**src/rtl/ntt_pkg.sv**
```systemverilog
// Shared types for the NTT/INTT datapath: lane geometry, beat type and
// the 3-bit beat/lane index used by the 8x8 reordering blocks.
package ntt_pkg;

  localparam int LANES   = 8;
  localparam int COEFF_W = 16;

  typedef logic [2:0]               block_idx_t;
  typedef logic [COEFF_W-1:0]       coeff_t;
  typedef coeff_t [LANES-1:0]       lane_t;

  // Reverse the three index bits (0,4,2,6,1,5,3,7 sequence)
  function automatic block_idx_t bitrev3(input block_idx_t x);
    return {x[0], x[1], x[2]};
  endfunction

endpackage

```
**src/rtl/decomm_bank.sv**
```systemverilog
// One 8x8 coefficient bank for the decommutor. Rows are written a whole
// beat at a time; the read port returns one column (lane rd_col of every
// row), which is what performs the transpose.
module decomm_bank
  import ntt_pkg::*;
(
  input  logic       clk,
  input  logic       rst_n,
  input  logic       we,
  input  block_idx_t wr_row,
  input  lane_t      wr_data,
  input  block_idx_t rd_col,
  output lane_t      rd_data
);

  for (genvar gi = 0; gi < LANES; gi++) begin : g_row
    lane_t row_reg;

    // Capture the incoming beat into this row when it is the addressed row
    always_ff @(posedge clk or negedge rst_n) begin
      if (!rst_n) begin
        row_reg <= '0;
      end else if (we && (wr_row == block_idx_t'(gi))) begin
        row_reg <= wr_data;
      end
    end

    // Output lane gi comes from input beat gi, lane rd_col
    assign rd_data[gi] = row_reg[rd_col];
  end

endmodule

```
**src/rtl/ntt_decommutor.sv**
```systemverilog
// INTT output decommutor: gathers 8 beats x 8 lanes into one of two
// ping-pong banks and emits the transposed block, restoring natural
// coefficient order. valid/ready on both sides; ready_in depends only on
// registered flags so there is no ready_out -> ready_in path.
// Optional build macro DECOMM_BITREV_EN: read beats in bit-reversed order
// (0,4,2,6,1,5,3,7); handshake, latency and blk_done are unchanged.
module ntt_decommutor
  import ntt_pkg::*;
(
  input  logic  clk,
  input  logic  rst_n,
  input  logic  clear,
  input  logic  valid_in,
  output logic  ready_in,
  input  lane_t lane_in,
  output logic  valid_out,
  input  logic  ready_out,
  output lane_t lane_out,
  output logic  blk_done
);

  logic [1:0]  full_reg;
  logic        wr_bank_reg;
  logic        rd_bank_reg;
  block_idx_t  wr_cnt_reg;
  block_idx_t  rd_cnt_reg;

  logic        wr_fire;
  logic        rd_fire;
  block_idx_t  rd_col;
  lane_t       bank_rd [2];

  assign ready_in  = !full_reg[wr_bank_reg];
  assign valid_out = full_reg[rd_bank_reg];

  // clear wins: the beat presented alongside it is neither stored nor read
  assign wr_fire = valid_in  && ready_in  && !clear;
  assign rd_fire = valid_out && ready_out && !clear;

  assign blk_done = rd_fire && (rd_cnt_reg == 3'd7);

`ifdef DECOMM_BITREV_EN
  assign rd_col = bitrev3(rd_cnt_reg);
`else
  assign rd_col = rd_cnt_reg;
`endif

  for (genvar gi = 0; gi < 2; gi++) begin : g_bank
    decomm_bank u_bank (
      .clk     (clk),
      .rst_n   (rst_n),
      .we      (wr_fire && (wr_bank_reg == 1'(gi))),
      .wr_row  (wr_cnt_reg),
      .wr_data (lane_in),
      .rd_col  (rd_col),
      .rd_data (bank_rd[gi])
    );
  end

  assign lane_out = bank_rd[rd_bank_reg];

  // Bank ownership: write side fills a bank and marks it full, read side
  // drains it and releases it. They never touch the same flag in one cycle
  // because the write bank is never full and the read bank always is.
  always_ff @(posedge clk or negedge rst_n) begin
    if (!rst_n) begin
      full_reg    <= '0;
      wr_bank_reg <= 1'b0;
      rd_bank_reg <= 1'b0;
      wr_cnt_reg  <= '0;
      rd_cnt_reg  <= '0;
    end else if (clear) begin
      full_reg    <= '0;
      wr_bank_reg <= 1'b0;
      rd_bank_reg <= 1'b0;
      wr_cnt_reg  <= '0;
      rd_cnt_reg  <= '0;
    end else begin
      if (wr_fire) begin
        wr_cnt_reg <= wr_cnt_reg + 3'd1;
        if (wr_cnt_reg == 3'd7) begin
          full_reg[wr_bank_reg] <= 1'b1;
          wr_bank_reg           <= ~wr_bank_reg;
        end
      end
      if (rd_fire) begin
        rd_cnt_reg <= rd_cnt_reg + 3'd1;
        if (rd_cnt_reg == 3'd7) begin
          full_reg[rd_bank_reg] <= 1'b0;
          rd_bank_reg           <= ~rd_bank_reg;
        end
      end
    end
  end

endmodule

```
**config.mk**
```make
export PLATFORM = sky130hd
export DESIGN_NAME = ntt_decommutor
export DESIGN_NICKNAME = d
export VERILOG_FILES = /design/src/rtl/ntt_pkg.sv /design/src/rtl/decomm_bank.sv /design/src/rtl/ntt_decommutor.sv
export SDC_FILE = /design/constraint.sdc
export NUM_CORES = 2
export LEC_CHECK = 0
export BUFFER_PORTS_ARGS = -buffer_cell sky130_fd_sc_hd__buf_4
export CAP_MARGIN = 20
export CORE_UTILIZATION = 45
export DETAILED_ROUTE_END_ITERATION = 16
export GPL_ROUTABILITY_DRIVEN = 0
export PLACE_DENSITY = 0.73
export SYNTH_ARGS = -nofsm -noshare
export SYNTH_HDL_FRONTEND = slang
export SYNTH_SLANG_ARGS = --single-unit
export TNS_END_PERCENT = 5
```
**constraint.sdc**
```tcl
create_clock -name clk -period 1.9 [get_ports clk]
set_input_delay 0.19 -clock clk [delete_from_list [all_inputs] [get_ports clk]]
set_output_delay 0.19 -clock clk [all_outputs]
set_load 0.02 [all_outputs]
```
==> results.cfg <==
[run_status]
status = complete, but fails checks
violations = setup timing

[clock_tree]
cts-root-buf = clkbuf_16
cts_tree = yes
cts_buffer_depth = 3
cts_made_buffers = 207
h-tree-depth = 4
clkTransAtPathRegs_ns = 0.06
clock-sinks = 2058
worstSkewPairLatency_ns = 0.86

[yosys]
synthDistinctLibCells = 29
synth_area_leader_cell = dfrtp_1
synthXorXnorAreaFrac_pct = 0.0380
synth.yosys.seq_area_share_pct = 55.9
async_flop_share_pct = 100
synth_top_family_by_area = multiplexers
syn_inst = 5717
synth_edf_count = 0
synth_seq_cells = 2058
synth_fa_ha_area_share_pct = 0.109
syn_avg_cell_area_um2 = 16.1
syn_area_um2 = 92100
synth_area_leaders = dfrtp_1, mux2_2, mux4_2
yosys.area.top_type_share_pct = 55.9
yosys.area_share.simple_pct = 0.974
synthFlopType = dfrtp_1
ys_warn_count = 0
synth_nets = 5858
synthMuxAreaShare_pct = 37.5
synth_compound_area_share_pct = 2.32

[power_and_ir_drop]
p_int_uw = 81900
vdd_ir_drop_max_mv = 1.02
clockPowerShare_pct = 38.2
sequentialPowerShare_pct = 46.8
power_uw = 110000
leakagePower_uw = 0.0531
switching_share_pct = 25.7
combPwrFrac_pct = 15.0
p_per_area_nw_per_um2 = 973
switchingPower_uw = 28200

[routing]
drtIter0Drc = 4668
postRouteAntennaNets = 0
drt_first_pass_iters = 5
wl_um = 281000
wl_per_cell_um = 30.2
vias = 56200
via_per_inst = 6.05
drc = 0

[critical_path]
end_kind = primary output
path_class = reg -> out
crit_fanout = 8
regToRegSetupSlack_ns = -0.54
start_kind = flip-flop
reg2reg_depth = 5
critPathArrivalTime_ns = 3.13
required_ns = 1.71
r2r_end = g_bank[1].u_bank.g_row[1].row_reg[44]
r2r_start = full_reg[1]

[global_routing]
grt_pass1_wl_um = 411000
antenna_found_initial = 46
grt_pass1_vias = 59100
grt_max_degree = 143
grt_usage_pct = 27.2
grt.overflow.total = 0

[sta]
fin_crit_ns = 3.32
fmax_mhz = 301
timing.final.crit_share_pct = 175
max_slew_margin_pct = 34.4
drv_slew = 0
hold_viol = 0
rsz0062_at_grt = yes
tns_ns = -505.02
fin_skew_ns = 0.0353
setup_viol = 1889
setup_ws_ns = -1.42
worst_slew_pin_slew_ns = 0.977

[layout]
largest_reg_flops = 2048
finish.net_count = 6558
layout-drive-gt1-share_pct = 61.9
final_core_util_pct = 55.8
final_cell_mix = dfrtp_1, mux2_2, buf_4, mux4_2, clkbuf_16
syn2layout_area_growth_pct = 22.9
layout_commonest_cell = dfrtp_1

[hold_path]
hold_class = in -> async

[die]
die_h_um = 454
die_w_um = 454
dieArea_um2 = 206000
core-area_um2 = 203000
num_rows = 165
initial_core_util_pct = 45.4
ios = 264

[flow_run]
maxCapViolations = 0

[place]
port_buffers = 263
dpl.hpwl_um = 186000
[per-layer routing]
layer  GRT usage (%)  vias to the layer above  wire length (um)
met5               0                        -                69
met1            36.5                    30800            114000
met2            43.3                     1936            134000
li1                -                    22900                 -
met4            12.5                       12             13400
met3            4.96                      531             19100
[worst max-delay path, stage by stage, from the launching register on]
cell and delay, ns:
dfrtp_4 0.43, buf_12 0.15, buf_8 0.13, buf_12 0.18, buf_16 0.15, buf_12 0.14
mux4_2 0.51, a22oi_2 0.23, nand2_2 0.17, buf_6 0.16
[how the worst max path moves through the flow]
stage	end	from
detailed placement	lane_out[123]	rd_cnt_reg[0]
finish	lane_out[85]	rd_cnt_reg[0]
global placement	lane_out[123]	rd_cnt_reg[0]
CTS	lane_out[91]	rd_cnt_reg[0]
floorplan	lane_out[125]	rd_cnt_reg[0]
global route	lane_out[85]	rd_cnt_reg[0]
[cells in the mapped netlist, types with 8 or more instances]
cell type and count:
nor2_1 11, nand3_1 30, buf_2 228, mux4_2 464
dfrtp_1 2058, buf_1 9, mux2i_1 97, ha_1 8
buf_6 78, nand2_1 152, clkbuf_1 214, a22oi_1 280
nor2b_1 8, mux2_2 2049
[logic make-up (layout without fill, tap and decap cells)]
logic type	count (synthesis)	count (layout)
flip-flops	2058	2058
buffers and inverters	539	1412
multiplexers	2610	2610
adder cells (fa/ha/maj)	8	8
AND/OR/NAND/NOR	212	212
XOR/XNOR	4	4
other	0	24
AO/OA/AOI/OAI	286	286
[stage by stage]
stage | worst slack (ns) | hold WS [ns] | area [um^2] | cells
2_1_floorplan | -0.00732 | -0.106 | 92300 | 5717
3_3_place_gp | -0.975 | 0.395 | 101000 | 8634
3_5_place_dp | -0.966 | 0.393 | 101000 | 8634
4_1_cts | -1.44 | 0.135 | 111000 | 9212
5_1_grt | -1.47 | 0.168 | 113000 | 9277
6_report | -1.42 | 0.169 | 113000 | 9286
[cell type report]
| class | count | area (um^2) |
|---|---|---|
| inverter | 3 | 11.3 |
| tap | 2672 | 3340 |
| clock inverter | 76 | 926 |
| clock buffer | 306 | 6120 |
| antenna | 24 | 60.1 |
| multi-input combinational | 3120 | 39300 |
| sequential | 2058 | 51500 |
| fill | 15400 | 89600 |
| timing repair buffer | 1027 | 11900 |
[power groups by stage]
stage	registers, uW	clock network (uW)	logic, uW
3_3_place_gp	51900	0	14700
3_5_place_dp	52200	0	15100
2_1_floorplan	51300	0	8670
6_report	51500	42100	16500
5_1_grt	52100	44200	17400
4_1_cts	51500	42500	16000
[timing repair]
action / in CTS / in global routing
hold endpoints to repair: 4116 / 0
hold buffers: 132 / 0
setup buffers: 51 / 51
cloned: 15 / 11
endpoints found under the setup margin: 1804 / 1977
gates resized for setup: 284 / 307
pin swaps: 76 / 143
Power figures use the tool's default switching activity.
